[config.mk]
export PLATFORM = sky130hd
export DESIGN_NAME = gf_mult_arbiter_flat
export DESIGN_NICKNAME = d
export VERILOG_FILES = /design/src/rtl/gf_mult_arbiter_if.sv /design/src/rtl/gf_mult_arbiter.sv /design/src/flat_wrapper.sv
export SDC_FILE = /design/constraint.sdc
export NUM_CORES = 1
export LEC_CHECK = 0
export ABC_AREA = 1
export CAP_MARGIN = 0
export CORE_ASPECT_RATIO = 0.8
export CORE_MARGIN = 5
export CORE_UTILIZATION = 45
export CTS_BUF_LIST = sky130_fd_sc_hd__clkbuf_2 sky130_fd_sc_hd__clkbuf_4 sky130_fd_sc_hd__clkbuf_8
export DETAILED_ROUTE_END_ITERATION = 12
export HOLD_SLACK_MARGIN = 0.06
export PLACE_DENSITY = 0.76
export SYNTH_ARGS = -nofsm -noshare
export SYNTH_HDL_FRONTEND = slang
export SYNTH_SLANG_ARGS = --single-unit
[constraint.sdc]
create_clock -name clk -period 2.3 [get_ports clk]
set_input_delay 0.46 -clock clk [delete_from_list [all_inputs] [get_ports clk]]
set_output_delay 0.46 -clock clk [all_outputs]
set_load 0.02 [all_outputs]
[src/rtl/gf_mult_arbiter_if.sv]
// Requester/response bundle for the shared GF(2^3) multiplier arbiter.
interface gf_mult_arbiter_if #(
    parameter int unsigned NREQ = 4,
    parameter int unsigned IDW  = $clog2(NREQ)
) ();
    logic [NREQ-1:0]   req_valid;
    logic [3*NREQ-1:0] req_a;
    logic [3*NREQ-1:0] req_b;
    logic [NREQ-1:0]   req_ready;
    logic              rsp_valid;
    logic [IDW-1:0]    rsp_id;
    logic [2:0]        rsp_z;
    logic              rsp_ready;
    logic              busy;

    modport master (
        output req_valid, req_a, req_b, rsp_ready,
        input  req_ready, rsp_valid, rsp_id, rsp_z, busy
    );

    modport slave (
        input  req_valid, req_a, req_b, rsp_ready,
        output req_ready, rsp_valid, rsp_id, rsp_z, busy
    );
endinterface

[src/rtl/gf_mult_arbiter.sv]
// Round-robin arbiter feeding a two-stage pipeline around one GF(2^3) multiplier
// (field polynomial x^3 + x + 1); results return in acceptance order.
module gf_mult_arbiter #(
    parameter int unsigned NREQ = 4,
    parameter int unsigned IDW  = $clog2(NREQ)
) (
    input logic              clk,
    input logic              reset,
    gf_mult_arbiter_if.slave bus
);
    localparam int unsigned OPW = 3;

    function automatic logic [OPW-1:0] gf_mult(input logic [OPW-1:0] a, input logic [OPW-1:0] b);
        logic [OPW-1:0] acc;
        logic [OPW-1:0] x;
        acc = '0;
        x   = a;
        for (int unsigned i = 0; i < OPW; i++) begin
            if (b[i]) acc = acc ^ x;
            x = x[OPW-1] ? ({x[OPW-2:0], 1'b0} ^ 3'b011) : {x[OPW-2:0], 1'b0};
        end
        return acc;
    endfunction

    logic             r_op_valid;
    logic [OPW-1:0]   r_op_a;
    logic [OPW-1:0]   r_op_b;
    logic [IDW-1:0]   r_op_id;
    logic [IDW-1:0]   r_ptr;
    logic             r_rsp_valid;
    logic [OPW-1:0]   r_rsp_z;
    logic [IDW-1:0]   r_rsp_id;

    logic [OPW-1:0]   w_a [NREQ];
    logic [OPW-1:0]   w_b [NREQ];
    logic [OPW-1:0]   w_prod;
    logic             w_rsp_adv;
    logic             w_op_free;
    logic             w_found;
    logic [IDW-1:0]   w_grant;
    logic [IDW-1:0]   w_cand;
    logic [31:0]      w_scan;
    logic [NREQ-1:0]  w_req_ready;
    logic             w_accept;
    logic [IDW-1:0]   w_ptr_nxt;

    for (genvar g = 0; g < NREQ; g++) begin : g_unpack
        assign w_a[g] = bus.req_a[OPW*g +: OPW];
        assign w_b[g] = bus.req_b[OPW*g +: OPW];
    end

    assign w_prod    = gf_mult(r_op_a, r_op_b);
    assign w_rsp_adv = r_op_valid && (!r_rsp_valid || bus.rsp_ready);
    assign w_op_free = !r_op_valid || w_rsp_adv;

    // First valid requester at or after the pointer, wrapping modulo NREQ.
    always_comb begin
        w_found = 1'b0;
        w_grant = '0;
        w_cand  = '0;
        w_scan  = '0;
        for (int unsigned k = 0; k < NREQ; k++) begin
            w_scan = (32'(r_ptr) + k) % NREQ;
            w_cand = IDW'(w_scan);
            if (!w_found && bus.req_valid[w_cand]) begin
                w_found = 1'b1;
                w_grant = w_cand;
            end
        end
    end

    always_comb begin
        w_req_ready = '0;
        if (w_op_free && w_found && !reset) w_req_ready[w_grant] = 1'b1;
    end

    assign w_accept  = |w_req_ready;
    assign w_ptr_nxt = (w_grant == IDW'(NREQ - 1)) ? '0 : w_grant + IDW'(1);

    always_ff @(posedge clk or posedge reset) begin
        if (reset) begin
            r_op_valid  <= 1'b0;
            r_op_a      <= '0;
            r_op_b      <= '0;
            r_op_id     <= '0;
            r_ptr       <= '0;
            r_rsp_valid <= 1'b0;
            r_rsp_z     <= '0;
            r_rsp_id    <= '0;
        end else begin
            if (w_rsp_adv) begin
                r_rsp_valid <= 1'b1;
                r_rsp_z     <= w_prod;
                r_rsp_id    <= r_op_id;
            end else if (r_rsp_valid && bus.rsp_ready) begin
                r_rsp_valid <= 1'b0;
            end

            if (w_accept) begin
                r_op_valid <= 1'b1;
                r_op_a     <= w_a[w_grant];
                r_op_b     <= w_b[w_grant];
                r_op_id    <= w_grant;
                r_ptr      <= w_ptr_nxt;
            end else if (w_op_free) begin
                r_op_valid <= 1'b0;
            end
        end
    end

    assign bus.req_ready = w_req_ready;
    assign bus.rsp_valid = r_rsp_valid;
    assign bus.rsp_z     = r_rsp_z;
    assign bus.rsp_id    = r_rsp_id;
    assign bus.busy      = r_op_valid || r_rsp_valid;
endmodule

[src/flat_wrapper.sv]
// flat-port wrapper written by rule: the top's interface ports become plain ports
module gf_mult_arbiter_flat 
#(
    parameter int unsigned NREQ = 4,
    parameter int unsigned IDW  = $clog2(NREQ)
)
  (clk, reset, bus_req_valid, bus_req_a, bus_req_b, bus_rsp_ready, bus_req_ready, bus_rsp_valid, bus_rsp_id, bus_rsp_z, bus_busy);
  gf_mult_arbiter_if #(.NREQ(NREQ), .IDW(IDW)) bus_i ();
  input logic clk;
  input logic reset;
  input wire logic [$bits(bus_i.req_valid)-1:0] bus_req_valid;
  input wire logic [$bits(bus_i.req_a)-1:0] bus_req_a;
  input wire logic [$bits(bus_i.req_b)-1:0] bus_req_b;
  input wire logic [$bits(bus_i.rsp_ready)-1:0] bus_rsp_ready;
  output wire logic [$bits(bus_i.req_ready)-1:0] bus_req_ready;
  output wire logic [$bits(bus_i.rsp_valid)-1:0] bus_rsp_valid;
  output wire logic [$bits(bus_i.rsp_id)-1:0] bus_rsp_id;
  output wire logic [$bits(bus_i.rsp_z)-1:0] bus_rsp_z;
  output wire logic [$bits(bus_i.busy)-1:0] bus_busy;
  assign bus_i.req_valid = bus_req_valid;
  assign bus_i.req_a = bus_req_a;
  assign bus_i.req_b = bus_req_b;
  assign bus_i.rsp_ready = bus_rsp_ready;
  assign bus_req_ready = bus_i.req_ready;
  assign bus_rsp_valid = bus_i.rsp_valid;
  assign bus_rsp_id = bus_i.rsp_id;
  assign bus_rsp_z = bus_i.rsp_z;
  assign bus_busy = bus_i.busy;
  gf_mult_arbiter #(.NREQ(NREQ), .IDW(IDW)) u_core (.clk(clk), .reset(reset), .bus(bus_i));
endmodule
* Yosys cells after proc, flatten, opt, wreduce, memory -nomap -nowiden
Cells that the tools add are included.
** Cells by class
- Equal/unequal tests :: 1
- Add/subtract/negate cells :: 4
- Muxes and demuxes :: 35
- Bitwise gates (word level) :: 5
- Reduce and logical (&&, ||, !) cells :: 20
- $lt $le $gt $ge :: 7
** Operators with widths (number)
- 3-bit two-way mux :: 7
- 2-bit by 3-bit less-than comparator with 1-bit output, second input constant :: 5
- 2-bit two-way mux :: 7
- 1-bit two-way mux :: 13
- 3-bit binary-select mux with 2-bit select :: 2
- 1-bit binary-select mux with 2-bit select :: 4
- 1-bit logical AND :: 8
- 1-bit zero test :: 6
- 3-bit XOR :: 2
- 2-bit by 1-bit adder with 2-bit output, second input constant :: 2
- 2-bit adder, second input constant :: 2
- 4-bit two-way mux :: 1
- 2-bit inverter :: 2
- 2-bit nonzero test :: 2
- 4-bit OR reduction :: 1
- 3-bit >= comparator, second input constant :: 1
- 1-bit logical OR :: 3
- 2-bit inverter with 3-bit output :: 1
- 1-bit demux with 2-bit select :: 1
- 2-bit equality test, second input constant :: 1
- 2-bit by 1-bit >= comparator with 1-bit output, second input constant :: 1
** Storage, ports and cells
- Bits in registers :: 17
- Output and inout port bits :: 11
- Word-level logic and storage cells :: 80
- Input bits :: 31

* Logic depth before layout (Yosys ltp)
Gate-level depths: netlist of run 1.
- Word-level depth :: 19
- Depth in mapped cells :: 17
- Mapped depth without buffers :: 16

* Worst setup path before layout of run 1
Ideal clock, no wire load.
- Kind :: reg2out
- Start point :: reg u_core.r_ptr[0]
- End point :: out bus_req_ready[0]
- Data arrival time :: 1.805 ns
- Buffers on the path :: 2
- Required time :: 1.840 ns
- Stages on the path, launching flop included :: 13
- Setup slack :: 0.035 ns
- Cells stage by stage :: dfrtp_1 -> buf_6 -> nand2_2 -> nand3_2 -> nand2_2 -> nor2_1 -> nor2_2 -> nand2_4 -> nand2_4 -> buf_6 -> ha_1 -> inv_1 -> nor2_1
** Between the ends
- Word-level cells in the longest chain between the ends :: 17
- Elaborated cells on any way between the ends :: 33
- Classes of those cells :: add/sub: 3; order compare: 2; mux: 19; reduce/logical: 9
** RTL lines
- from (decl) :: line gf_mult_arbiter.sv:29 : logic [IDW-1:0] r_ptr;
- from (signal assigned) :: line gf_mult_arbiter.sv:104 : r_ptr <= w_ptr_nxt;
- parallel branches: the longest is 16 deep, another holds 2-bit by 3-bit less-than comparator with 1-bit output
- 4-bit two-way mux (*) :: line gf_mult_arbiter.sv:74 : if (w_op_free && w_found && !reset) w_req_ready[w_grant] = 1'b1;
- to (decl) :: line flat_wrapper.sv:15 : output wire logic [$bits(bus_i.req_ready)-1:0] bus_req_ready;
Mark *: on every way between the ends. The select of a mux whose other input is x is not followed.

* Worst setup path in the final report of run 1
Same ends and word-level chain as after synthesis.

==> flow_summary.yaml, run 1 <==
floorplan:
  die_area_sq_mm: 0.004547
  die_w_microns: 74.15
  die_h_microns: 61.32
  rows: 18
  ioPinCount: 42
  start_util: 0.4732
  core_area_sq_mm: 0.003131
route:
  first_iter_violations: 111
  num_vias: 1634
  drc: 0
  vias_per_cell: 4.878
  avgRoutedWirePerCell_microns: 13.01
  dr.pass1.iters: 5
  postRouteAntennaNets: 0
  wirelength_microns: 4357
placed_design:
  place.port_buffers: 41
  place.gp.congestion: 0.8216
  dp.cells: 322
  dp_hpwl_microns: 2766
cells_and_area:
  layout_common_cells: "nand2_1 (64), clkdlybuf4s50_1 (33), inv_1 (32), nand3_1 (25), buf_4 (24)"
  multi_input_area_sq_mm: 0.001070
  antenna_cells: 0
  finalNetCount: 329
  drive_gt1_frac: 0.3559
  final_common_cell: "nand2_1"
  regArea_sq_um: 427.9
  fin_cells: 335
  syn_to_final_growth_pct: 61.74
  fillerInstances: 225
  utilization: 0.7654
sta:
  slew_viol_final: 0
  worstMarginPinSlew_ps: 277.5
  setup_viol: 6
  period_needed_ps: 2435
  slew_headroom: 0.8146
  min_period_over_period: 1.059
  rsz0062_at_grt: "yes"
  hold_violations: 0
  layout_setup_ws_ps: -135.0
  skew_ps: 7.992
  fmax_ghz: 0.4107
worst_setup_path:
  slowest_stage: "dfrtp_2"
  critical_path.max_fanout: 8
  start_kind: "flop"
  worstPathArrival_ps: 1970
  cp.required_ps: 1840
  max_stage_delay_ps: 450
  end_kind: "output port"
  cp.buffers_inverters: 3
  cp_top_family: "simple AND/OR/NAND/NOR gates"
  crit_path_frequent_cell: "nor2_2"
  path_cells: "clkinv_4, nand2_2, nand3_4, nand2_4, nor2_2, nor2_2, nand2_4, nand2_8, ha_4, inv_4, nor2_2, buf_6"
  crit_type: "reg -> out"
synth:
  ys_ff_latch: 17
  syn-num-nets: 260
  yosysUniqueCellTypes: 28
  synth.avg_cell_area_sq_um: 6.526
  synth-main-ff-cell: "dfrtp_1"
  syn_area_sq_mm: 0.001481
  synth-async-reset-ratio: 1.000
  synth_top_area_cell: "dfrtp_1"
  netlist_instances: 227
  netlist.area_leader.share: 0.2872
  yosys-top-cells-area: "dfrtp_1 (29%), nand2_1 (22%), nand3_1 (9.8%)"
  yosysWarnings: 0
  synth_seq_area_share: 0.2872
  synth_edf_count: 0
grt:
  grt_pass1_vias: 1435
  grt_max_degree: 18
  grt_util_all_layers: 0.1707
  gr-total-overflow: 0
  grt_pass1_wl_microns: 6016
  antenna_found_initial: 0
run:
  maxCapViolations: 0
clock_tree:
  cts.sinks: 17
  worst_skew_pair.late_latency_ps: 250
  hold_buffers: 0
  clk_pin_slew_ps: 60
  cts_tree: "built"
  clock_path_buffers: 2
  root_buffer: "clkbuf_8"
  cts_buffers: 3
  htree_levels: 1
hold_path:
  min_path_type: "reg -> reg"
outcome:
  violations: "negative setup slack"
  status: "complete, but fails checks"
[metal layers]
layer / global-route usage / wire (microns) / up-vias
met5: 0 / 0 / -
met4: 0.05685 / 132 / 0
met3: 0.03915 / 363 / 14
met2: 0.2866 / 2136 / 62
met1: 0.2188 / 1724 / 727
li1: - / - / 831
[layout make-up]
class | count | area share
multi-input combinational | 164 | 0.4465
timing repair buffer | 69 | 0.2653
sequential | 17 | 0.1786
inverter | 41 | 0.06945
tap | 40 | 0.02089
clock buffer | 3 | 0.01723
clock inverter | 1 | 0.002089
[per-stage QoR]
stage,area [sq um],hold slack [ps],setup slack [ps],setup TNS [ps]
2_1_floorplan,1481,394.4,35.35,0
3_3_place_gp,2038,463.9,-685.3,-5625
3_5_place_dp,2038,473.7,-716.5,-6302
4_1_cts,2195,491.0,-102.9,-404.7
5_1_grt,2396,521.7,-223.8,-1711
6_report,2396,488.4,-135.0,-488.3
[registers in the layout, indices dropped and copies added (netlist names)]
| register | count |
|---|---|
| u_core.r_ptr | 2 |
| u_core.bus.rsp_z | 3 |
| u_core.bus.rsp_id | 2 |
| u_core.r_op_valid | 1 |
| u_core.r_op_b | 3 |
| u_core.bus.rsp_valid | 1 |
| u_core.r_op_id | 2 |
| u_core.r_op_a | 3 |
[kinds of logic (layout without fill, tap and decap cells)]
family,Yosys count,after routing,synth area share
XOR/XNOR,7,7,0.04139
multiplexers,1,1,0.007601
flip-flops,17,17,0.2872
adder cells (fa/ha/maj),2,2,0.01689
AND/OR/NAND/NOR,142,142,0.4595
AO/OA/AOI/OAI,12,12,0.05236
buffers and inverters,46,114,0.1351
[cells in the mapped netlist (2+ instances only)]
| library cell | number |
|---|---|
| dfrtp_1 | 17 |
| nand3_2 | 3 |
| inv_2 | 3 |
| nor2_4 | 3 |
| ha_1 | 2 |
| o21ai_0 | 7 |
| xnor2_1 | 3 |
| nand2_2 | 8 |
| nand3_1 | 29 |
| nor2_1 | 6 |
| nand2_1 | 85 |
| nand2_4 | 3 |
| buf_6 | 3 |
| xor2_1 | 4 |
| inv_1 | 38 |
[tightest hold or removal path, stage by stage (launching register included)]
cell,delay (ps)
dfrtp_1,340
nand2_1,50
o21ai_0,60
[timing repair]
item	in CTS	in global routing
resized for setup	54	45
pin swaps	15	19
endpoints found under the setup margin	13	13
buffers inserted	4	5
[path summary, 6_finish.rpt]
path / from / end / slack, ps / depth (start not counted)
setup / recovery: u_core.r_ptr[0] / bus_req_ready[0] / -130 / 12
hold / removal: u_core.bus.rsp_z[0] / u_core.bus.rsp_z[0] / 490 / 2
setup reg to reg: u_core.r_ptr[0] / u_core.r_op_b[1] / -10 / 16
hold reg to reg: u_core.bus.rsp_z[0] / u_core.bus.rsp_z[0] / 490 / 2
max in group asynchronous: reset / u_core.r_ptr[0] / 1530 / 3
min in group asynchronous: reset / u_core.r_op_id[1] / 560 / 3
Power of run 1 is left out: the tool's default activity adds up to more than one toggle a clock period on the data nets, which glitch-free logic cannot reach.
==> run 2, diff against run 1 <==
==> constraint.sdc (replaced) <==
create_clock -name clk -period 2.3 [get_ports clk]
set_input_delay 0.23 -clock clk [delete_from_list [all_inputs] [get_ports clk]]
set_output_delay 0.23 -clock clk [all_outputs]
set_load 0.02 [all_outputs]
==> run 2 against run 1 <==
  * The flow now finishes without violations
  * Hold slack worse by 140 ps
  * Die area did not move
  * Core utilization shrank 5.8 points
  * First-iteration DRC count decreased by 34%
  * Critical endpoint is now u_core.r_op_id[1]
  * Highest routed layer unchanged
==> flow_summary.yaml, run 2 (synthesis results as in run 1) <==
worst_setup_path:
  critical_path.max_fanout: 5
  cp.required_ps: 2430
  cp.buffers_inverters: 4
  start_kind: "flop"
  crit_type: "reg -> reg"
  end_kind: "flop"
  cp_top_family: "simple AND/OR/NAND/NOR gates"
  rr_worst_depth: 16
  path_cells: "buf_6, nand2_1, nand2_2, nand2_2, nand2_4, nor2_8, nand4_1, nand3_2, ha_2, inv_2, buf_4, a21oi_4, nor2_4, buf_4, nand2_1, o21ai_2"
  worstPathArrival_ps: 2370
  slowest_stage: "dfrtp_2"
  cp.depth: 16
  ff2ff_setup_slack_ps: 70
  max_stage_delay_ps: 460
floorplan:
  ioPinCount: 42
  die_h_microns: 61.32
  rows: 18
  start_util: 0.4732
  die_area_sq_mm: 0.004547
  die_w_microns: 74.15
  core_area_sq_mm: 0.003131
sta:
  period_needed_ps: 2232
  slew_viol_final: 0
  slew_headroom: 0.8226
  setup_viol: 0
  skew_ps: 2.704
  rsz0062_at_grt: "yes"
  worstMarginPinSlew_ps: 264.3
  hold_violations: 0
  min_period_over_period: 0.9705
  fmax_ghz: 0.4480
  layout_setup_ws_ps: 67.89
clock_tree:
  clk_pin_slew_ps: 60
  htree_levels: 1
  root_buffer: "clkbuf_8"
  worst_skew_pair.late_latency_ps: 240
  cts_tree: "built"
  cts_buffers: 3
  clock_path_buffers: 2
  cts.sinks: 17
grt:
  grt_max_degree: 18
  grt_pass1_wl_microns: 5927
  gr-total-overflow: 0
  grt_util_all_layers: 0.1655
  grt_pass1_vias: 1431
  antenna_found_initial: 0
placed_design:
  dp.cells: 321
  dp_hpwl_microns: 2803
  place.port_buffers: 41
  dp_slack_ps: -264.6
  place.gp.congestion: 0.8155
  dpl_cell_area_sq_mm: 0.002031
pwr:
  seqPwrFrac: 0.156
  p_int_w: 0.001932
  p_sw_w: 0.001948
  ir_drop_mv: 0.8652
  power_w: 0.003880
  comb_power_share: 0.786
  p_sw_frac: 0.5020
  p_leak_nw: 1.178
  power.density_mw_per_mm2: 1751
  pwr-share-clk: 0.058
outcome:
  status: "completed"
cells_and_area:
  utilization: 0.7078
  syn_to_final_growth_pct: 49.58
  final_common_cell: "nand2_1"
  drive_gt1_frac: 0.2740
  fin_cells: 332
  antenna_cells: 0
  multi_input_area_sq_um: 927.1
  finalNetCount: 326
  regArea_sq_um: 427.9
  layout_common_cells: "nand2_1 (79), clkdlybuf4s50_1 (37), inv_1 (34), nand3_1 (27), buf_4 (25)"
  fillerInstances: 269
  final_area_sq_mm: 0.002216
route:
  dr.pass1.iters: 4
  first_iter_violations: 73
  avgRoutedWirePerCell_microns: 10.78
  vias_per_cell: 4.630
  num_vias: 1537
  drc: 0
  wirelength_microns: 3579
  postRouteAntennaNets: 0
run:
  maxCapViolations: 0
hold_path:
  min_path_type: "in -> async"
## run 2: changes by cell type in the layout (fill, tap and decap cells not counted), sizes merged
cell and delta:
clkbuf +1, dlygate4sd2 -4, clkdlybuf4s50 +4, inv +1
clkinv -2, buf -3
## run 2: worst paths after layout
kind | startpoint | to
max | u_core.r_ptr[0] | u_core.r_op_id[1]
min | reset | u_core.bus.rsp_z[1]
max reg2reg | u_core.r_ptr[0] | u_core.r_op_id[1]
min reg2reg | u_core.bus.rsp_id[0] | u_core.bus.rsp_id[0]
max in group asynchronous | reset | u_core.r_ptr[0]
min in group clk | u_core.bus.rsp_id[0] | u_core.bus.rsp_id[0]
## run 2: final cells by class
cell class                 count  share of cell area
clock buffer                   4             0.02202
inverter                      41             0.07171
multi-input combinational    164              0.4184
sequential                    17              0.1931
tap                           40             0.02259
timing repair buffer          66              0.2722
## run 2: what timing repair did
item | CTS | global route
pin swaps | 2 | 13
setup buffers | 3 | 4
endpoints found under the setup margin | 13 | 12
hold buffers | 0 | 0
resized for setup | 17 | 36
gates cloned | 0 | 0
## run 2: routing by layer
metal | up-vias | track usage | wire length (microns)
met2 | 38 | 0.2778 | 1651
li1 | 820 | - | -
met1 | 677 | 0.2268 | 1668
met4 | 0 | 0.02326 | 8
met5 | - | 0 | 0
met3 | 2 | 0.03426 | 250
## run 2: tightest hold or removal path, stage by stage
cell             delay, ps
clkdlybuf4s50_1        410
inv_1                   80
buf_4                  240
## run 2: power groups by stage
stage                     clock network, W  registers (W)  logic [W]
after floorplan                          0       0.000623    0.00187
after global placement                   0       0.000590    0.00265
after detailed placement                 0       0.000599    0.00271
after CTS                         0.000231       0.000594    0.00278
after global routing              0.000248       0.000633    0.00339
final                             0.000224       0.000606    0.00305
## run 2: through the flow
step / setup TNS (ps) / hold WS [ps]
2_1_floorplan: 0 / 164.4
3_3_place_gp: -1669 / 464.4
3_5_place_dp: -2563 / 472.5
4_1_cts: -8.592 / 359.1
5_1_grt: -532.1 / 373.5
6_report: 0 / 352.3
No activity file was read; power rests on OpenSTA's default activity.
==> patch, RTL diff (flow settings as in run 1) <==
`NREQ` is set to 4 in 3 places; all go to 8.
--- a/src/rtl/gf_mult_arbiter_if.sv
+++ b/src/rtl/gf_mult_arbiter_if.sv
@@ -2,3 +2,3 @@
 interface gf_mult_arbiter_if #(
-    parameter int unsigned NREQ = 4,
+    parameter int unsigned NREQ = 8,
     parameter int unsigned IDW  = $clog2(NREQ)
--- a/src/rtl/gf_mult_arbiter.sv
+++ b/src/rtl/gf_mult_arbiter.sv
@@ -3,3 +3,3 @@
 module gf_mult_arbiter #(
-    parameter int unsigned NREQ = 4,
+    parameter int unsigned NREQ = 8,
     parameter int unsigned IDW  = $clog2(NREQ)
--- a/src/flat_wrapper.sv
+++ b/src/flat_wrapper.sv
@@ -3,3 +3,3 @@
 #(
-    parameter int unsigned NREQ = 4,
+    parameter int unsigned NREQ = 8,
     parameter int unsigned IDW  = $clog2(NREQ)
Interface: changed (5 resized); port bits go from 42 to 75. No check against the original RTL was run, so the function may have changed too.
==> patch against run 1 <==
- the flow still finishes with violations (setup timing)
- final cell count rose by 64%
- sequential cell count up 3
- final area grew 68%
- setup slack lost 0.77 ns
- die area up 56%
- wire length is 88% higher
- synthesized area up 67%
Power is left out: the tool's default activity adds up to more than one toggle a clock period on the data nets, which glitch-free logic cannot reach.
==> patch: results (changes against run 1) <==
| Metric | Value |
|---|---|
| Final setup violation count | 21 (was 6) |
| Inverters excl. clock | 43 (was 41) |
| Hold slack | 0.4879 ns (was 0.4884 ns) |
| Seq cells | 20 (was 17) |
| Setup ws final | -0.9085 ns (was -0.1350 ns) |
| First-pass GRT wire length | 13210 um (was 6016 um) |
| Top cells by count, synth | nand2_1 (131), nand3_1 (52), inv_1 (37) (was nand2_1 (85), inv_1 (38), nand3_1 (29)) |
| Finished Cell Area | 4018 um2 (was 2396 um2) |
| Overall Global Routing Usage | 0.2231 (was 0.1707) |
| GR Util met3 | 0.03653 (was 0.03915) |
| R2R Setup Slk | -0.53 ns (was -0.01 ns) |
| Final Wtd Congestion | 0.9362 (was 0.8216) |
| Dpl hpwl | 6014 um (was 2766 um) |
| Non-clock buffers, area share | 0.3089 (was 0.2653) |
| Nets | 548 (was 329) |
| Hold worst-path end | u_core.bus.rsp_z[2] (was u_core.bus.rsp_z[0]) |
| Net count after synthesis | 429 (was 260) |
| Fin Setup TNS | -10.72 ns (was -0.4883 ns) |
| Avg Inst Size Synth | 6.742 um2 (was 6.526 um2) |
| Slew margin rel. | 0.7248 (was 0.8146) |
| Largest net degree at the start of global routing | 25 (was 18) |
| Placed cell area | 3630 um2 (was 2038 um2) |
| Clock buf/inv share | 0.01028 (was 0.01932) |
| Area contributors post-synth | dfrtp_1 (20%), nand2_1 (20%), nand3_1 (10%) (was dfrtp_1 (29%), nand2_1 (22%), nand3_1 (9.8%)) |
| Final Skew | 0.001431 ns (was 0.007992 ns) |
| Post-DR wirelength/cell | 14.92 um (was 13.01 um) |
| Placement Setup Slack | -1.351 ns (was -0.7165 ns) |
| Vias in the first global route | 2791 (was 1435) |
| FF/Latch Area | 503.0 um2 (was 427.9 um2) |
| Status | finished with violations (unchanged) |
| Number of multi-input logic gates | 289 (was 164) |
| Failing checks | setup timing (unchanged) |
| Non-CTS buffers | 130 (was 69) |
| Final std cells w/o fill | 550 (was 335) |
## patch: cell types whose count changed in the layout (fill, tap and decap cells not counted), moves of 10 or more
cell	change
buf_4	+19
buf_6	+10
clkdlybuf4s50_1	+31
nand2_1	+53
nand3_1	+21
nand3_2	+10
## patch: kinds of logic (layout without fill, tap and decap cells)
kind of cell	after synthesis	in the layout	share of synthesized area
fa+ha+maj	2	2	0.01008
flops	20	20	0.2017
buf+inv	59	176	0.1256
simple gates	255	255	0.5658
mux	2	2	0.009077
compound gates	19	19	0.04892
xor+xnor	11	11	0.03883
## patch: how the worst max path moves through the flow
stage,start,end,slack (ns),cells past startpoint
after floorplan,u_core.r_ptr[0],bus_req_ready[6],-0.83,19
after global placement,bus_req_valid[5],bus_req_ready[2],-1.28,14
after detailed placement,bus_req_valid[5],bus_req_ready[2],-1.35,14
after CTS,u_core.r_ptr[0],bus_req_ready[3],-0.83,17
after global routing,u_core.r_ptr[0],bus_req_ready[5],-1.03,16
final,u_core.r_ptr[0],bus_req_ready[3],-0.91,17
## patch: routing by layer
metal,vias up,wire [um]
li1,1415,-
met1,1342,3620
met2,142,3804
met3,20,642
met4,0,140
met5,-,0
## patch: critical path, stage by stage, from the launching register on
cell and delay (ns):
dfrtp_2 0.45, inv_4 0.09, ha_4 0.25, inv_6 0.11, nand3_4 0.08, nand3_2 0.10, nand2_4 0.07, nor2_8 0.14
nand4_4 0.15, nor2_8 0.16, nand4_1 0.16, nand4_4 0.17, buf_4 0.13, buf_6 0.11, inv_1 0.06, nand3_2 0.09
inv_2 0.05, buf_6 0.12
## patch: timing repair
| item | in CTS | in global routing |
|---|---|---|
| pin swaps | 29 | 7 |
| gates resized for setup | 92 | 19 |
| buffers inserted | 8 | 6 |
| endpoints found under the setup margin | 20 | 21 |
